--- config.mk ---
export PLATFORM = sky130hd
export DESIGN_NAME = spi_poci_ser_flat
export DESIGN_NICKNAME = d
export VERILOG_FILES = /design/src/rtl/spi_poci_ser_if.sv /design/src/rtl/spi_poci_ser.sv /design/src/flat_wrapper.sv
export SDC_FILE = /design/constraint.sdc
export NUM_CORES = 1
export LEC_CHECK = 0
export ABC_AREA = 1
export CORE_MARGIN = 5
export CORE_UTILIZATION = 35
export DETAILED_ROUTE_END_ITERATION = 16
export GPL_ROUTABILITY_DRIVEN = 0
export PLACE_DENSITY = 0.57
export SYNTH_ARGS = -nofsm -noshare
export SYNTH_HDL_FRONTEND = slang
export SYNTH_SLANG_ARGS = --single-unit
--- constraint.sdc ---
create_clock -name spi_clk_i -period 1.9 [get_ports spi_clk_i]
set_input_delay 0.475 -clock spi_clk_i [delete_from_list [all_inputs] [get_ports spi_clk_i]]
set_output_delay 0.475 -clock spi_clk_i [all_outputs]
set_load 0.005 [all_outputs]
--- src/rtl/spi_poci_ser_if.sv ---
// Byte handshake and serial-output bundle between the register-read logic and
// the POCI serializer.
interface spi_poci_ser_if #(
    parameter int WIDTH = 8
);
    logic [WIDTH-1:0] tx_data;
    logic             tx_valid;
    logic             tx_ready;
    logic             poci;
    logic             byte_done;
    logic             underrun;

    modport master (
        output tx_data,
        output tx_valid,
        input  tx_ready,
        input  poci,
        input  byte_done,
        input  underrun
    );

    modport slave (
        input  tx_data,
        input  tx_valid,
        output tx_ready,
        output poci,
        output byte_done,
        output underrun
    );
endinterface

--- src/rtl/spi_poci_ser.sv ---
// SPI peripheral-side POCI serializer: holding register plus shift register,
// MSB first, every frame opens with FILL and chip select high clears all state.
module spi_poci_ser #(
    parameter int               WIDTH = 8,
    parameter logic [WIDTH-1:0] FILL  = {WIDTH{1'b0}}
) (
    input  logic          spi_clk_i,
    input  logic          rstn_i,
    input  logic          csb_i,
    spi_poci_ser_if.slave bus
);
    localparam int            CW   = $clog2(WIDTH);
    localparam logic [CW-1:0] LAST = CW'(WIDTH - 1);

    logic             full_rstn_s;
    logic [WIDTH-1:0] hold_q, hold_d;
    logic             hold_full_q, hold_full_d;
    logic [WIDTH-1:0] shreg_q, shreg_d;
    logic [CW-1:0]    bit_cnt_q, bit_cnt_d;
    logic             first_q, first_d;
    logic             byte_done_q, byte_done_d;
    logic             underrun_q, underrun_d;
    logic [WIDTH-1:0] src_s;

    // Deasserted chip select acts exactly like chip reset on the frame state.
    assign full_rstn_s = rstn_i & ~csb_i;

    // Word that the next word start will shift out.
    always_comb begin
        src_s = FILL;
        if (hold_full_q) begin
            src_s = hold_q;
        end else begin
            src_s = FILL;
        end
    end

    // Next-state: load into hold, then word start / mid-word / last bit.
    always_comb begin
        hold_d      = hold_q;
        hold_full_d = hold_full_q;
        shreg_d     = shreg_q;
        bit_cnt_d   = bit_cnt_q;
        first_d     = first_q;
        byte_done_d = 1'b0;
        underrun_d  = underrun_q;

        // Loading needs an empty hold, so it can never collide with a consume.
        if (bus.tx_valid && !hold_full_q) begin
            hold_d      = bus.tx_data;
            hold_full_d = 1'b1;
        end else begin
            hold_d      = hold_q;
        end

        if (bit_cnt_q == {CW{1'b0}}) begin
            // MSB is already on poci, so the register keeps only the remainder.
            shreg_d   = {src_s[WIDTH-2:0], 1'b0};
            first_d   = 1'b0;
            bit_cnt_d = CW'(1);
            if (hold_full_q) begin
                hold_full_d = 1'b0;
            end else if (!first_q) begin
                underrun_d = 1'b1;
            end else begin
                underrun_d = underrun_q;
            end
        end else if (bit_cnt_q == LAST) begin
            bit_cnt_d   = {CW{1'b0}};
            byte_done_d = 1'b1;
        end else begin
            shreg_d   = {shreg_q[WIDTH-2:0], 1'b0};
            bit_cnt_d = bit_cnt_q + CW'(1);
        end
    end

    // Frame state registers, cleared by chip reset or chip select high.
    always_ff @(posedge spi_clk_i or negedge full_rstn_s) begin
        if (!full_rstn_s) begin
            hold_q      <= {WIDTH{1'b0}};
            hold_full_q <= 1'b0;
            shreg_q     <= {WIDTH{1'b0}};
            bit_cnt_q   <= {CW{1'b0}};
            first_q     <= 1'b1;
            byte_done_q <= 1'b0;
            underrun_q  <= 1'b0;
        end else begin
            hold_q      <= hold_d;
            hold_full_q <= hold_full_d;
            shreg_q     <= shreg_d;
            bit_cnt_q   <= bit_cnt_d;
            first_q     <= first_d;
            byte_done_q <= byte_done_d;
            underrun_q  <= underrun_d;
        end
    end

    // poci is decoded from registers only so it settles right after each edge.
    always_comb begin
        bus.poci = shreg_q[WIDTH-1];
        if (bit_cnt_q == {CW{1'b0}}) begin
            bus.poci = src_s[WIDTH-1];
        end else begin
            bus.poci = shreg_q[WIDTH-1];
        end
    end

    assign bus.tx_ready  = ~hold_full_q;
    assign bus.byte_done = byte_done_q;
    assign bus.underrun  = underrun_q;
endmodule

--- src/flat_wrapper.sv ---
// flat-port wrapper written by rule: the top's interface ports become plain ports
module spi_poci_ser_flat 
#(
    parameter int               WIDTH = 8,
    parameter logic [WIDTH-1:0] FILL  = {WIDTH{1'b0}}
)
  (spi_clk_i, rstn_i, csb_i, bus_tx_data, bus_tx_valid, bus_tx_ready, bus_poci, bus_byte_done, bus_underrun);
  spi_poci_ser_if #(.WIDTH(WIDTH)) bus_i ();
  input  logic spi_clk_i;
  input  logic rstn_i;
  input  logic csb_i;
  input wire logic [$bits(bus_i.tx_data)-1:0] bus_tx_data;
  input wire logic [$bits(bus_i.tx_valid)-1:0] bus_tx_valid;
  output wire logic [$bits(bus_i.tx_ready)-1:0] bus_tx_ready;
  output wire logic [$bits(bus_i.poci)-1:0] bus_poci;
  output wire logic [$bits(bus_i.byte_done)-1:0] bus_byte_done;
  output wire logic [$bits(bus_i.underrun)-1:0] bus_underrun;
  assign bus_i.tx_data = bus_tx_data;
  assign bus_i.tx_valid = bus_tx_valid;
  assign bus_tx_ready = bus_i.tx_ready;
  assign bus_poci = bus_i.poci;
  assign bus_byte_done = bus_i.byte_done;
  assign bus_underrun = bus_i.underrun;
  spi_poci_ser #(.WIDTH(WIDTH), .FILL(FILL)) u_core (.spi_clk_i(spi_clk_i), .rstn_i(rstn_i), .csb_i(csb_i), .bus(bus_i));
endmodule
==> flow_metrics.tcl <==
set metrics [dict create \
    skew_ps 6.59 \
    syn_avg_cell_area_um2 8.36 \
    cts_root_buffer "clkbuf_4" \
    finalSetupTns_ps 0 \
    hp-class "flip-flop to flip-flop" \
    rows 19 \
    maxSlewHeadroom 0.651 \
    area_growth_pct 24.5 \
    path_class "flip-flop to output pin" \
    grt_pass1_wl_um 3470 \
    io_buffers 15 \
    floorplan.initialDensity 0.370 \
    cp-start-kind "flip-flop" \
    setup_viol 0 \
    slowest_delay_ps 420 \
    power.density_nw_per_um2 868 \
    layout_setup_ws_ps 110 \
    hold_depth 2 \
    dp_slack_ps 22.5 \
    peakVddDrop_mv 0.478 \
    final_nets 159 \
    yosysMostFrequentCell "nand2_1" \
    die-area_um2 4120 \
    yosysTopAreaCellShare 0.511 \
    max-cap-violations 0 \
    synthCells 123 \
    cp_data_required_time_ps 1420 \
    arrival_ps 1310 \
    syn_nets 138 \
    synth-edff-count 0 \
    num_io_pins 16 \
    clkSinkCount 22 \
    slowest_stage "dfrtp_1" \
    num_vias 793 \
    maxSlewViolCount 0 \
    finalCritPeriodShare 0.942 \
    crit_path_max_fanout 4 \
    rsz0062_at_grt "no" \
    dpl_cell_area_um2 1200 \
    die_x_um 64.2 \
    p_leak_nw 0.673 \
    wl_um 1890 \
    clockPowerShare 0.232 \
    switching_share 0.274 \
    cp_top_family "flip-flops" \
    combPwrFrac 0.194 \
    p_int_mw 0.807 \
    post_drt_wl_per_cell_um 10.9 \
    dp_hpwl_um 1370 \
    antenna_cells 0 \
    cts_buffer_depth 2 \
    path_buf_inv 2 \
    ys_seq_area_frac 0.536 \
    dr_wl_met2_um 888 \
    yosysTopAreaCell "dfrtp_1" \
    power.switching_mw 0.304 \
    dr.pass1.iters 2 \
    antenna_found_initial 0 \
    drt_iter0_markers 25 \
    r2r_cells 8 \
    ys_top_cells_by_area "dfrtp_1 51%, nand2_1 18%, nand3_1 8.8%" \
    grt_usage 0.103 \
    max_freq_mhz 559 \
    clock_latency_ps 300 \
    fin_cells 174 \
    grt_pass1_vias 797 \
    die_h_um 64.2 \
    dp_cells 168 \
    seq_power_share 0.575 \
    drive_above_1_share 0.168 \
    cts_max_level 1 \
    synth_cell_types 16 \
    ant_nets 0 \
    status "finished, final reports clean" \
    grt_max_degree 23 \
    path_clk_slew_ps 120 \
    maxUsedRoutingLayer "met4" \
    vias_per_cell 4.56 \
    grt-ovfl-total 0 \
    postSynth.asyncResetShare 1.00 \
    cts_buffers 3 \
    drc 0 \
    design.core.area_um2 2780 \
    hold_violations 0 \
    cts_tree "done" \
    synth_common_cells "48 x nand2_1, 21 x dfrtp_1, 18 x nand3_1" \
    wl_met3_um 63 \
    ys_ff_latch 22 \
    tightest_slew_ps 523 \
    synth_area_um2 1030 \
    final_core_util 0.460 \
    fill_cells 285 \
    yosys_warnings 0 \
    crit_chain "inv_2 -> ha_4 -> nand2_4 -> o21ai_2 -> clkdlybuf4s15_2" \
    crit_path_end_kind "output pin" \
    period_minus_slack_ps 1790 \
    final_area_um2 1280 \
    crit_cells 5 \
    ys.flop_type "dfrtp_1" \
    wirelength_met1_um 928 \
]
-- timing repair --
action,in CTS,in global routing
pin swaps,0,2
gates resized for setup,6,5
setup endpoints to repair,2,2
setup buffers,0,3
hold buffers,0,0
hold endpoints to repair,0,0
-- per-stage QoR --
step                      hold WS (ps)  total power [mW]
after CTS                          466              1.12
after global routing               502              1.19
after floorplan                    437             0.774
final                              462              1.11
after detailed placement           449             0.866
after global placement             448             0.859
-- cell type report --
cell class | instances | area [um^2] | share of cell area
Sequential cell | 22 | 553 | 0.432
Timing Repair Buffer | 22 | 204 | 0.159
Multi-Input combinational cell | 82 | 399 | 0.312
Clock buffer | 4 | 36.3 | 0.0283
Inverter | 13 | 48.8 | 0.0381
Tap cell | 31 | 38.8 | 0.0303
-- worst register-to-register path, stage by stage (launching register included) --
cell     delay [ps]
dfrtp_1         420
buf_4           140
ha_1            190
ha_1            310
inv_1           210
nand2_1          70
nand2_1          60
nand2_1          50
nand2_1          50
-- layer usage --
metal,track usage,up-vias
li1,-,419
met1,0.140,358
met2,0.165,14
met3,0.0280,2
met4,0.0229,0
met5,0,-
-- logic make-up (layout without fill, tap and decap cells) --
| logic type | after synthesis | in the layout | synth area share |
|---|---|---|---|
| flip-flops | 22 | 22 | 0.536 |
| adder cells (fa/ha/maj) | 3 | 3 | 0.0365 |
| AND/OR/NAND/NOR | 75 | 75 | 0.300 |
| buffers and inverters | 19 | 39 | 0.101 |
| AO/OA/AOI/OAI | 4 | 4 | 0.0255 |
-- path summary, 6_finish.rpt --
kind | from | to | slack (ps)
max in group asynchronous | rstn_i | u_core.first_q$_DFFE_PN1N_ | 1010
min in group asynchronous | csb_i | u_core.shreg_q[2]$_DFFE_PN0P_ | 560
min reg2reg | u_core.first_q$_DFFE_PN1N_ | u_core.first_q$_DFFE_PN1N_ | 460
max reg2reg | u_core.bit_cnt_q[0]$_DFF_PN0_ | u_core.shreg_q[2]$_DFFE_PN0P_ | 360
min | u_core.first_q$_DFFE_PN1N_ | u_core.first_q$_DFFE_PN1N_ | 460
max | u_core.bit_cnt_q[0]$_DFF_PN0_ | bus_poci | 110
-- power groups by stage --
stage | combinational, mW | clock (mW) | sequential (mW)
floorplan | 0.142 | 0 | 0.632
detailed placement | 0.220 | 0 | 0.647
global route | 0.257 | 0.278 | 0.654
finish | 0.215 | 0.257 | 0.638
CTS | 0.211 | 0.267 | 0.642
global placement | 0.216 | 0 | 0.643
-- sequential cells by signal, summed over array words and instances (netlist names) --
| register | cells |
|---|---|
| u_core.hold_q | 8 |
| u_core.first_q | 1 |
| u_core.shreg_q | 7 |
| u_core.bus.underrun | 1 |
| u_core.bit_cnt_q | 3 |
| u_core.bus.byte_done | 1 |
| u_core.hold_full_q | 1 |
-- placed cells by master (no fill, tap or decap), types with 2 or more instances in the layout --
master and n:
nand3_1 18, nor2_2 2, clkdlybuf4s50_1 14, nand2_1 47, buf_4 7, dfrtp_1 20, inv_2 3, ha_1 2
o21ai_2 2, clkbuf_4 3, nor2_1 6, inv_1 10
Note: power is estimated with default switching activity, not from simulation.
